<file path="src/rtl/seg_display_scanner.sv">
// Eight-digit multiplexed hex display for the CPU observation outputs.
// The displayed value is latched once per frame so a live counter never tears across digits.
module seg_display_scanner #(
  parameter int SCAN_DIV = 17
) (
  input  logic        clk,
  input  logic        rst,
  input  logic [2:0]  sel,
  input  logic        freeze,
  input  logic        lz_blank,
  input  logic [31:0] led_data_in,
  input  logic        led_cpu_enable,
  input  logic [31:0] total_cycles,
  input  logic [31:0] condi_branch_num,
  input  logic [31:0] uncondi_branch_num,
  input  logic [31:0] bubble_num,
  output logic [7:0]  an,
  output logic [7:0]  seg
);

  // Active-low g..a pattern for one hex nibble (dp excluded).
  function automatic logic [6:0] hex_to_seg(input logic [3:0] nib);
    logic [6:0] code;
    case (nib)
      4'h0:    code = 7'h40;
      4'h1:    code = 7'h79;
      4'h2:    code = 7'h24;
      4'h3:    code = 7'h30;
      4'h4:    code = 7'h19;
      4'h5:    code = 7'h12;
      4'h6:    code = 7'h02;
      4'h7:    code = 7'h78;
      4'h8:    code = 7'h00;
      4'h9:    code = 7'h10;
      4'hA:    code = 7'h08;
      4'hB:    code = 7'h03;
      4'hC:    code = 7'h46;
      4'hD:    code = 7'h21;
      4'hE:    code = 7'h06;
      4'hF:    code = 7'h0E;
      default: code = 7'h7F;
    endcase
    return code;
  endfunction

  logic [SCAN_DIV-1:0] div_q, div_d;
  logic [2:0]          idx_q, idx_d;
  logic [31:0]         snap_q, snap_d;
  logic [2:0]          mode_q, mode_d;
  logic                pend_q, pend_d;
  logic                blink_q, blink_d;
  logic [7:0]          an_q, an_d;
  logic [7:0]          seg_q, seg_d;

  logic                tick_s;
  logic                fb_s;
  logic [31:0]         src_s;
  logic [4:0]          shift_s;
  logic [3:0]          nib_s;
  logic                mode_valid_s;
  logic                blank_s;
  logic                dp_on_s;

  // Scan timing, frame snapshot and syscall indicator next-state.
  always_comb begin
    tick_s = (div_q == {SCAN_DIV{1'b1}});
    fb_s   = tick_s && (idx_q == 3'd7);
    div_d  = div_q + {{(SCAN_DIV-1){1'b0}}, 1'b1};
    if (tick_s) begin
      idx_d = idx_q + 3'd1;
    end else begin
      idx_d = idx_q;
    end

    case (sel)
      3'd0:    src_s = led_data_in;
      3'd1:    src_s = total_cycles;
      3'd2:    src_s = condi_branch_num;
      3'd3:    src_s = uncondi_branch_num;
      3'd4:    src_s = bubble_num;
      default: src_s = 32'd0;
    endcase

    snap_d  = snap_q;
    mode_d  = mode_q;
    blink_d = blink_q;
    pend_d  = pend_q | led_cpu_enable;
    if (fb_s) begin
      // A pulse landing on the boundary cycle seeds the next pending window.
      blink_d = pend_q;
      pend_d  = led_cpu_enable;
      if (!freeze) begin
        snap_d = src_s;
        mode_d = sel;
      end else begin
        snap_d = snap_q;
        mode_d = mode_q;
      end
    end else begin
      blink_d = blink_q;
    end
  end

  // Digit decode, leading-zero blanking and decimal point for the current index.
  always_comb begin
    shift_s      = {idx_q, 2'b00};
    nib_s        = snap_q[shift_s +: 4];
    mode_valid_s = (mode_q <= 3'd4);
    blank_s      = lz_blank && mode_valid_s && (idx_q != 3'd0) &&
                   ((snap_q >> shift_s) == 32'd0);
    dp_on_s      = !mode_valid_s || ((idx_q == 3'd0) && blink_q);
    if (blank_s) begin
      an_d  = 8'hFF;
      seg_d = 8'hFF;
    end else begin
      an_d  = ~(8'b0000_0001 << idx_q);
      seg_d = {~dp_on_s, hex_to_seg(nib_s)};
    end
  end

  // State and output registers with synchronous active-low reset.
  always_ff @(posedge clk) begin
    if (!rst) begin
      div_q   <= {SCAN_DIV{1'b0}};
      idx_q   <= 3'd0;
      snap_q  <= 32'd0;
      mode_q  <= 3'd0;
      pend_q  <= 1'b0;
      blink_q <= 1'b0;
      an_q    <= 8'hFF;
      seg_q   <= 8'hFF;
    end else begin
      div_q   <= div_d;
      idx_q   <= idx_d;
      snap_q  <= snap_d;
      mode_q  <= mode_d;
      pend_q  <= pend_d;
      blink_q <= blink_d;
      an_q    <= an_d;
      seg_q   <= seg_d;
    end
  end

  assign an  = an_q;
  assign seg = seg_q;

endmodule

</file>
<file path="config.mk">
export PLATFORM = sky130hd
export DESIGN_NAME = seg_display_scanner
export DESIGN_NICKNAME = d
export VERILOG_FILES = /design/src/rtl/seg_display_scanner.sv
export SDC_FILE = /design/constraint.sdc
export NUM_CORES = 1
export LEC_CHECK = 0
export BUFFER_PORTS_ARGS = -buffer_cell sky130_fd_sc_hd__buf_2
export CAP_MARGIN = 10
export CORE_MARGIN = 10
export CORE_UTILIZATION = 40
export CTS_BUF_LIST = sky130_fd_sc_hd__clkbuf_8 sky130_fd_sc_hd__clkbuf_16
export CTS_CLUSTER_SIZE = 20
export DETAILED_ROUTE_END_ITERATION = 10
export GPL_TIMING_DRIVEN = 0
export PLACE_DENSITY = 0.75
export SYNTH_ARGS = -nofsm -noshare
export SYNTH_HDL_FRONTEND = slang
export SYNTH_SLANG_ARGS = --single-unit
</file>
<file path="constraint.sdc">
create_clock -name clk -period 3.8 [get_ports clk]
set_input_delay 0.19 -clock clk [delete_from_list [all_inputs] [get_ports clk]]
set_output_delay 0.19 -clock clk [all_outputs]
set_load 0.05 [all_outputs]
</file>
## After elaboration in Yosys (flattened, before gate mapping)

Memories as Yosys holds them, arrays and structs flattened. A register that Yosys moved wholly into a read port is not among the register bits.
Cells that the tools add are included.

- Register bits after elaboration: 73
- Bits in read-only memories: 112
- Bits of input ports: 168
- Output and inout port bits: 16
- Logic and storage cells: 41
- Memories: 1

Memory list:

| memory | words | width | read ports | clocked after memory_dff | write ports | RTL line | RTL |
|---|---|---|---|---|---|---|---|
| (name not given) | 16 | 7 | 1 | 1 | 0 | 24 | `case (nib)` |

- $add $sub $neg: 2
- Order comparisons: 1
- Eq/ne operators: 6
- Shift-type cells: 3
- Mux-type cells: 2
- Bitwise logic cells: 5
- Reductions and logical operators: 13

Operators by type and width:

| kind | number |
|---|---|
| one-hot mux 32 bit (5 select lines) | 1 |
| zero test 32 bit | 1 |
| variable part select 32 x 6 -> 4 bit | 1 |
| right shift 32 x 5 -> 32 bit | 1 |
| adder 17 x 1 -> 17 bit, second input constant | 1 |
| equality test 17 bit, second input constant | 1 |
| inverter 8 bit | 1 |
| left shift 1 x 3 -> 8 bit, first input constant | 1 |
| equality test 3 x 2 -> 1 bit, second input constant | 2 |
| equality test 3 bit, second input constant | 2 |
| zero test 3 bit | 2 |
| logical AND 1 bit | 5 |
| adder 3 x 1 -> 3 bit, second input constant | 1 |
| equality test 3 x 1 -> 1 bit, second input constant | 1 |
| less-or-equal comparator 3 bit, second input constant | 1 |
| inverter 1 bit | 3 |
| nonzero test 3 bit | 1 |
| AND reduction 2 bit | 1 |
| OR reduction 2 bit | 1 |
| zero test 1 bit | 1 |
| logical OR 1 bit | 1 |
| 2-to-1 mux 1 bit | 1 |
| bitwise OR 1 bit | 1 |

## Depth between registers and ports, before layout

Gate-level depths: netlist (run 1).

- Depth after elaboration: 5
- Gate-level depth with buffers: 13
- Gate-level depth less buffers: 10

## Least setup slack after synthesis (run 1)

Ideal clock, no wire load.

- Path type: reg2reg
- From: register div_q[0]
- To: register snap_q[10]
- Setup time: 0.065 ns
- Arrival: 2.541 ns
- Required time: 3.735 ns
- Path slack: 1.194 ns
- Cell stages (with the launch flop): 14
- Buffers on the path: 3
- Clock period less this slack: 2.606 ns
- Cells stage by stage: dfxtp_1 ha_1 nand2_1 nor3_1 and3_1 ha_1 clkbuf_1 nand2_1 or2_2 clkbuf_1 a21oi_1 buf_2 a22oi_1 nor2_1

- Longest elaborated chain between the ends: 3

Ends and longest elaborated chain:

| what | RTL line | RTL |
|---|---|---|
| start: declaration | 46 | `logic [SCAN_DIV-1:0] div_q, div_d;` |
| start signal: assignment | 124 | `div_q <= {SCAN_DIV{1'b0}};` |
| start signal: assignment | 133 | `div_q <= div_d;` |
| equality test 17 bit | 66 | `tick_s = (div_q == {SCAN_DIV{1'b1}});` |
| logical AND 1 bit | 67 | `fb_s = tick_s && (idx_q == 3'd7);` |
| AND reduction 2 bit (no line) | - |  |
| end signal: assignment | 135 | `snap_q <= snap_d;` |
| end: declaration | 48 | `logic [31:0] snap_q, snap_d;` |

No other way between the ends.
A chain may end at the register's enable or synchronous reset.

## Worst setup path in the final report (run 1)

- From: register div_q[0]
- To: register snap_q[19]

Same word-level chain as after synthesis.

==> results of run 1 <==
## layout make-up
type	count	area, sq um
Buffer	41	195
Clock buffer	9	124
Clock inverter	7	72.6
Fill cell	1023	5120
Inverter	7	26.3
Multi-Input combinational cell	404	2750
Sequential cell	73	1460
Tap cell	140	175
Timing Repair Buffer	182	911
## path summary, 6_finish.rpt
| check | end | slack, ns | cells past startpoint |
|---|---|---|---|
| setup / recovery | snap_q[19] | 0.51 | 13 |
| hold / removal | pend_q | 0.07 | 3 |
| setup reg to reg | snap_q[19] | 0.51 | 13 |
| hold reg to reg | div_q[0] | 0.46 | 1 |
## cell usage in the layout (no fill, tap or decap), types with 5 or more instances in the layout
master / instances
a22oi_1: 33
nand2_1: 57
buf_2: 188
a221o_1: 31
nand4_1: 5
ha_1: 13
clkbuf_1: 23
xor2_1: 9
buf_1: 5
nand3_1: 14
dfxtp_1: 73
clkbuf_8: 9
o21ai_0: 39
nor2_1: 68
mux4_2: 7
o21ai_1: 6
xnor2_1: 5
buf_4: 5
a21oi_1: 16
inv_1: 7
nor3_1: 10
mux2i_1: 38
and2_1: 5
## worst max-delay path, stage by stage (launching register included)
cell	delay [ns]
dfxtp_1	0.36
ha_1	0.22
nand2_1	0.12
nor3_1	0.33
and3_1	0.21
ha_1	0.14
clkbuf_1	0.26
nand2_1	0.17
or2_2	0.30
clkbuf_1	0.25
a21oi_1	0.36
buf_2	0.29
a22oi_1	0.11
nor2_1	0.10
## layer usage
layer	global-route usage [%]	routed length, um	vias to the layer above
li1	-	-	2326
met1	20.4	6180	2174
met2	31.9	7350	207
met3	4.99	1070	22
met4	6.03	258	0
met5	0	0	-
## metrics by stage
stage          setup WS (ns)  instances  util, %
2_1_floorplan           1.19        525        -
3_3_place_gp           0.619        847     50.9
3_5_place_dp           0.551        847     50.9
4_1_cts                0.504        863     52.7
5_1_grt                0.161        863     52.7
6_report               0.506        863     52.7
## sequential cells by signal, summed over array words and instances (netlist names)
signal / flops
snap_q: 32
div_q: 17
an: 8
seg: 8
idx_q: 3
mode_q: 3
blink_q: 1
pend_q: 1
## power breakdown
group          internal, W  switching [W]
registers         0.000772     0.00000314
clock network     0.000303       0.000293
logic             0.000121       0.000117
total              0.00120       0.000413
## cells in the mapped netlist (5+ instances only)
cell | number | area share [%]
buf_4 | 5 | 0.85
mux2i_1 | 38 | 8.6
ha_1 | 13 | 3.7
nand4_1 | 5 | 0.71
buf_1 | 5 | 0.42
a21oi_1 | 16 | 1.8
nor2_1 | 68 | 5.8
o21ai_1 | 6 | 0.68
nand3_1 | 14 | 1.6
o21ai_0 | 39 | 4.4
and2_1 | 5 | 0.71
mux4_2 | 7 | 3.6
clkbuf_1 | 23 | 1.9
buf_2 | 6 | 0.68
dfxtp_1 | 73 | 33
xnor2_1 | 5 | 0.99
nor3_1 | 10 | 1.1
xor2_1 | 9 | 1.8
a221o_1 | 31 | 7.0
inv_1 | 6 | 0.51
nand2_1 | 57 | 4.8
a22oi_1 | 33 | 5.6
## logic make-up after synthesis
logic type	synth area share, %
mux	13.0
xor+xnor	2.77
fa+ha+maj	3.67
flops	33.0
simple gates	18.0
compound gates	24.6
buf+inv	4.99
==> run_results.csv, run 1 <==
group,metric,value,unit
outcome,outcome,"finished, final reports clean",
cts,cts_setup_buffers,0,
die,chipWidth,125,um
setup_path,worstReg2RegStart,"div_q[0]",
die,die_y,125,um
drt,vias,4729,
cts,clk_pin_slew_worst_paths,0.08,ns
power,cellPowerDensity,281,nW/um^2
drt,ant_nets,0,
layout,drive_above_1_share,32.0,%
drt,wl_per_cell,17.2,um
min_path,hp-start,"led_cpu_enable",
cts,cts.sink_count,73,
setup_path,critPathRequiredTime,4.08,ns
die,start_util,40.9,%
cts,hold_buffers,0,
cts,cts_made_buffers,9,
placed_design,dp_hpwl,12300,um
global_routing,grt.total_usage,18.0,%
drt,first_pass_iters,5,
timing,holdWs,0.0742,ns
flow_run,maxCapViolCount,0,
layout,layout.nets,899,
global_routing,grt_pass1_wl,24100,um
setup_path,end_kind,"flop",
layout,diodes,0,
layout,syn_to_final_growth,28.9,%
synthesis,ys_ff_latch,73,
cts,clk_path_buf_depth,2,
drt,vias_per_cell,5.48,
timing,final-hold-violation-count,0,
synthesis,syn_area_per_cell,8.45,sq um
timing,clock-skew-final,0.00956,ns
timing,period_minus_slack,3.29,ns
drt,dr.first_iter.drc_count,356,
synthesis,yosysWarnings,0,
setup_path,cp.arrival,3.57,ns
power,peakVddDrop,0.131,mV
synthesis,async_flop_share,0,%
synthesis,syn-cell-area,4430,sq um
setup_path,worstSetupStartpointType,"flop",
synthesis,ys_types,50,
cts,h-tree-depth,3,
power,total_power,0.00161,W
global_routing,grt.overflow.total,0,
die,io_pins,184,
placed_design,globalplace.congestion,0.884,
timing,relSlewSlack,50.1,%
global_routing,grt_pass1_vias,5108,
timing,setup_viol,0,
timing,period_share,86.7,%
drt,wirelength,14900,um
timing,fin_setup_tns,0,ns
synthesis,syn_inst,525,
timing,fmax,0.304,GHz
global_routing,antenna_found_initial,0,
setup_path,crit_type,"flop to flop",
die,fp.dieArea,15700,sq um
placed_design,port_buffers,182,
min_path,hold_class,"input pin to flop",
global_routing,grt_max_degree,14,
synthesis,seq_area_frac_synth,33.0,%
synthesis,synth_edf_count,0,
timing,slew_violations,0,
power,p_leak,2.43,nW
timing,worstMarginPinSlew,0.749,ns
synthesis,synth_nets,706,
synthesis,synth_ff_type,"dfxtp_1",
timing,rsz0062_at_grt,"false",
cts,root_buffer,"clkbuf_8",
cts,clk-insertion-delay-late,0.34,ns
cts,cts_resized,0,
setup_path,path_max_fanout,10,
layout,final_area,5720,sq um
die,rows,38,
cts,cts_tree,"yes",
setup_path,crit_start,"div_q[0]",
die,core_area,10800,sq um
placed_design,post_dp_cell_area,5520,sq um
drt,drc,0,
Note: power is estimated with default switching activity, not from simulation.
==> inputs of run 2 (changes only) <==
- GPL_TIMING_DRIVEN: 0 -> default
- REMOVE_ABC_BUFFERS: default -> 1
==> run_results.csv, run 2 (synthesis gave the netlist of run 1 again) <==
group,metric,value,unit
placed_design,place_ws,0.690,ns
timing,period_share,83.2,%
timing,final-hold-violation-count,0,
setup_path,path_delay_family,"flip-flops",
placed_design,dp.cells,813,
layout,fin_cells,830,
timing,rsz0062_at_grt,"false",
setup_path,worstSetupStartpointType,"flop",
die,chipWidth,125,um
cts,clk-insertion-delay-late,0.35,ns
setup_path,path_cells,"mux4_2, mux2_2, inv_1, ha_1, nand4b_1, a21oi_1, a41oi_4, and2_1, nand2_1",
layout,regMostFlops,"snap_q",
outcome,outcome,"finished, final reports clean",
power,peakVddDrop,0.246,mV
drt,wl_per_cell,16.5,um
timing,clock-skew-final,0.00764,ns
cts,cts_setup_buffers,0,
drt,first_pass_iters,7,
setup_path,path_max_fanout,27,
placed_design,dp_hpwl,11000,um
timing,fmax,0.316,GHz
setup_path,critPathRequiredTime,4.10,ns
setup_path,max_stage_delay,1.00,ns
global_routing,grt.overflow.total,0,
die,core_area,10800,sq um
timing,worstMarginPinSlew,1.03,ns
setup_path,path_buf_inv,1,
timing,relSlewSlack,31.3,%
timing,period_minus_slack,3.16,ns
drt,vias,4543,
drt,wirelength,13700,um
layout,largest_reg_flops,32,
setup_path,crit_type,"flop to flop",
die,fp.dieArea,15700,sq um
layout,final_common_cell,"buf_2",
layout,reg_top3,"snap_q: 32 flops, div_q: 17 flops",
flow_run,maxCapViolCount,0,
die,die_y,125,um
power,p_leak,2.37,nW
cts,clk_pin_slew_worst_paths,0.08,ns
placed_design,port_buffers,183,
timing,layout_setup_ws,0.637,ns
cts,cts_made_buffers,9,
drt,vias_per_cell,5.47,
cts,cts_resized,0,
drt,dr.first_iter.drc_count,282,
layout,layout.nets,866,
min_path,hold_class,"input pin to flop",
timing,setup_viol,0,
cts,h-tree-depth,3,
cts,cts_tree,"yes",
power,cellPowerDensity,290,nW/um^2
global_routing,grt_pass1_vias,4777,
drt,ant_nets,0,
drt,drc,0,
layout,diodes,0,
timing,holdWs,0.0797,ns
cts,hold_buffers,0,
die,rows,38,
cts,root_buffer,"clkbuf_8",
layout,syn_to_final_growth,26.5,%
global_routing,grt_pass1_wl,21700,um
setup_path,crit_slowest_cell,"dfxtp_1",
global_routing,antenna_found_initial,0,
cts,cts.sink_count,73,
setup_path,cp.arrival,3.46,ns
layout,final_cell_mix,"183 x buf_2, 73 x dfxtp_1, 67 x nor2_1",
global_routing,grt_max_degree,37,
placed_design,globalplace.congestion,0.932,
timing,slew_violations,0,
timing,fin_setup_tns,0,ns
cts,clk_path_buf_depth,2,
die,start_util,40.9,%
die,io_pins,184,
setup_path,end_kind,"flop",
global_routing,grt.total_usage,16.1,%
layout,drive_above_1_share,33.3,%
## run 2: where the power goes
part           switching [W]  leakage [nW]  total [W]  internal, W
combinational       0.000114          1.68   0.000233     0.000119
sequential        0.00000318         0.592   0.000775     0.000772
clock               0.000296         0.100   0.000618     0.000322
total               0.000413          2.37    0.00163      0.00121
## run 2: layer usage
layer | track usage (%) | wire length, um | part of all wire [%]
met5 | 0 | 0 | 0
met1 | 18.0 | 5820 | 43
met2 | 27.7 | 6600 | 48
met3 | 5.49 | 910 | 6.7
met4 | 6.03 | 353 | 2.6
## run 2: worst register-to-register path, stage by stage (launching register included)
cell      delay (ns)
dfxtp_1         1.00
mux4_2          0.45
mux2_2          0.33
inv_1           0.11
ha_1            0.21
nand4b_1        0.12
a21oi_1         0.24
a41oi_4         0.28
and2_1          0.29
nand2_1         0.06
## run 2: final cells by class
class | instances | area [sq um]
fill | 968 | 5230
tap | 140 | 175
clock inverter | 6 | 66.3
inverter | 7 | 26.3
sequential | 73 | 1460
clock buffer | 10 | 138
multi-input combinational | 404 | 2770
timing repair buffer | 190 | 976
## run 2: stage by stage
| stage | util (%) | instance area (sq um) | total power [W] |
|---|---|---|---|
| final | 51.8 | 5610 | 0.00163 |
| after global routing | 51.8 | 5610 | 0.00169 |
| after CTS | 51.6 | 5600 | 0.00164 |
| after detailed placement | 49.7 | 5390 | 0.00103 |
| after global placement | 49.7 | 5390 | 0.00102 |
| after floorplan | - | 4240 | 0.000897 |
## run 2: final timing paths
path	startpoint	to	slack (ns)	cells after the start
worst max register to register	idx_q[1]	an[6]	0.64	9
worst max-delay path	idx_q[1]	an[6]	0.64	9
worst min register to register	div_q[0]	div_q[0]	0.45	1
worst min-delay path	led_cpu_enable	pend_q	0.08	3
==> inputs of run 3 (changes only) <==
- ABC_AREA: default -> 1
- PLACE_DENSITY: 0.75 -> 0.76
- clock period: 3.8 -> 2.76 ns (I/O delays scaled with it)
==> run_results.csv, run 3 <==
group,metric,value,unit
placed_design,post_dp_cell_area,5800,sq um
cts,root_buffer,"clkbuf_16",
synthesis,ys_ff_latch,73,
power,pwr-share-comb,10.6,%
synthesis,synth_edf_count,0,
layout,regMostFlops,"snap_q",
cts,clk_path_buf_depth,2,
placed_design,dp.cells,1100,
timing,final-hold-violation-count,0,
synthesis,yosysWarnings,0,
global_routing,grt.overflow.total,0,
setup_path,worstReg2RegEnd,"mode_q[2]",
layout,final_common_cell,"nand2_1",
layout,final_area,6310,sq um
placed_design,dp_hpwl,11300,um
drt,dr.first_iter.drc_count,550,
synthesis,syn_area_per_cell,5.90,sq um
global_routing,grt_pass1_vias,5417,
drt,first_pass_iters,5,
synthesis,synth_ff_type,"dfxtp_1",
drt,wirelength,15300,um
timing,worstMarginPinSlew,0.881,ns
setup_path,reg2regPathDepth,18,
layout,syn_to_final_growth,33.7,%
cts,clk-insertion-delay-late,0.33,ns
setup_path,rrSetupSlack,0.10,ns
power,p_leak,3.07,nW
power,cellPowerDensity,410,nW/um^2
cts,cts.sink_count,73,
setup_path,worstSetupEndpoint,"mode_q[2]",
setup_path,crit_type,"flop to flop",
layout,nFillCells,1166,
setup_path,cp.arrival,2.90,ns
power,intPower,0.00198,W
drt,vias_per_cell,5.05,
synthesis,ys_types,26,
timing,slew_violations,0,
timing,relSlewSlack,41.1,%
synthesis,synth.most_common_cell,"nand2_1",
setup_path,end_kind,"flop",
synthesis,syn_inst,801,
power,total_power,0.00259,W
cts,clk_pin_slew_worst_paths,0.06,ns
power,clkPwrFrac,48.1,%
setup_path,worstSetupStartpointType,"flop",
drt,ant_nets,0,
timing,fmax,0.376,GHz
layout,drive_above_1_share,25.5,%
layout,fin_cells,1124,
synthesis,synth_common_cells,"264 x nand2_1, 114 x nand3_1, 79 x inv_1, 76 x o21ai_0, 73 x dfxtp_1",
drt,wl_per_cell,13.6,um
layout,reg_top3,"snap_q: 32 flops, div_q: 17 flops",
power,peakVddDrop,0.286,mV
setup_path,worstReg2RegStart,"div_q[1]",
synthesis,synth_area_leaders,"dfxtp_1 31%, nand2_1 21%, nand3_1 12%",
timing,fin_setup_tns,0,ns
synthesis,async_flop_share,0,%
power,p_seq_share,41.3,%
timing,setup_viol,0,
drt,drc,0,
cts,cts_made_buffers,9,
placed_design,globalplace.congestion,0.918,
synthesis,syn-cell-area,4720,sq um
timing,holdWs,0.0405,ns
outcome,outcome,"finished, final reports clean",
die,chipWidth,129,um
timing,period_minus_slack,2.66,ns
drt,vias,5680,
die,rows,39,
cts,hold_buffers,0,
layout,largest_reg_flops,32,
timing,clock-skew-final,0.00569,ns
die,io_pins,184,
die,core_area,11500,sq um
global_routing,antenna_found_initial,0,
setup_path,path_max_fanout,9,
die,fp.dieArea,16600,sq um
global_routing,grt_max_degree,47,
cts,h-tree-depth,3,
synthesis,seq_area_frac_synth,30.9,%
power,p_switching,0.000609,W
die,start_util,41.2,%
global_routing,grt_pass1_wl,24400,um
synthesis,synth_top_area_cell,"dfxtp_1",
global_routing,grt.total_usage,17.3,%
setup_path,critPathRequiredTime,3.00,ns
layout,diodes,0,
power,swShare,23.5,%
flow_run,maxCapViolCount,0,
layout,layout.nets,1157,
die,die_y,129,um
placed_design,port_buffers,183,
synthesis,yosysTopAreaCellShare,30.9,%
layout,final_cell_mix,"262 x nand2_1, 183 x buf_2, 113 x nand3_1",
timing,period_share,96.3,%
setup_path,crit_start,"div_q[1]",
min_path,hold_class,"input pin to flop",
cts,cts_tree,"yes",
==> run 3: cell count changes after synthesis, moves of 8 or more <==
cell,delta
a22oi_1,-33
nand3_1,+100
clkbuf_1,+8
o21ai_0,+37
mux2i_1,-38
inv_1,+73
nand2_1,+207
a221o_1,-31
a21oi_1,+29
nor2_1,-16
==> run 3: kinds of logic after synthesis <==
family	after synthesis	synth area share, %
flip-flops	73	30.9
AND/OR/NAND/NOR	445	39.1
buffers and inverters	130	10.8
XOR/XNOR	4	0.742
adder cells (fa/ha/maj)	13	3.44
AO/OA/AOI/OAI	136	15.0
==> run 3: layer usage <==
layer	global-route usage [%]	vias up	share of wire, %
met5	0	-	0
met4	5.30	0	1.8
met3	4.97	26	8.0
met2	30.1	195	49
met1	20.1	2529	42
li1	-	2930	-
==> run 3: through the flow <==
stage          util (%)  setup slack, ns
3_5_place_dp       50.6           0.0515
4_1_cts            53.4           0.0110
3_3_place_gp       50.6            0.173
6_report           55.1            0.103
5_1_grt            55.1          -0.0597
2_1_floorplan         -            -1.05
==> run 3: layout make-up <==
| type | count | area (sq um) | share of cell area (%) |
|---|---|---|---|
| Sequential cell | 73 | 1470 | 23.3 |
| Clock inverter | 7 | 95.1 | 1.51 |
| Multi-Input combinational cell | 598 | 2820 | 44.7 |
| Inverter | 85 | 319 | 5.05 |
| Timing Repair Buffer | 209 | 1200 | 19.1 |
| Clock buffer | 9 | 225 | 3.57 |
| Tap cell | 143 | 179 | 2.83 |
==> run 3: worst min-delay path by stage <==
stage,to,cells after the start,startpoint
after CTS,pend_q,3,led_cpu_enable
after detailed placement,pend_q,3,led_cpu_enable
after global placement,pend_q,3,led_cpu_enable
after global routing,pend_q,3,led_cpu_enable
final,pend_q,3,led_cpu_enable
after floorplan,an[0],1,rst
==> run 3: repair_timing <==
item	in CTS	in global routing
gates cloned	0	4
pin swaps	0	12
setup buffers	0	4
gates resized for setup	1	22
setup endpoints to repair	34	51
==> run 3: worst max-delay path: stages, from the launching register on <==
cell and delay [ns]:
dfxtp_2 0.35, ha_4 0.14, nand2_2 0.07, nor3_4 0.15
inv_1 0.08, nor2_2 0.14, nand2_1 0.09, nor2_2 0.15
nand3_2 0.10, nor2_2 0.13, nand2_1 0.06, nor2_1 0.13
ha_2 0.22, nand2_4 0.07, nor2_4 0.16, buf_12 0.14
buf_6 0.15, nor2_1 0.05, a211oi_1 0.17
==> run 3: power groups by stage <==
stage | registers (W) | logic (W) | clock network [W]
floorplan | 0.00111 | 0.0000860 | 0
global placement | 0.00109 | 0.000272 | 0
detailed placement | 0.00109 | 0.000276 | 0
CTS | 0.00107 | 0.000276 | 0.00126
global route | 0.00107 | 0.000312 | 0.00131
finish | 0.00107 | 0.000274 | 0.00125
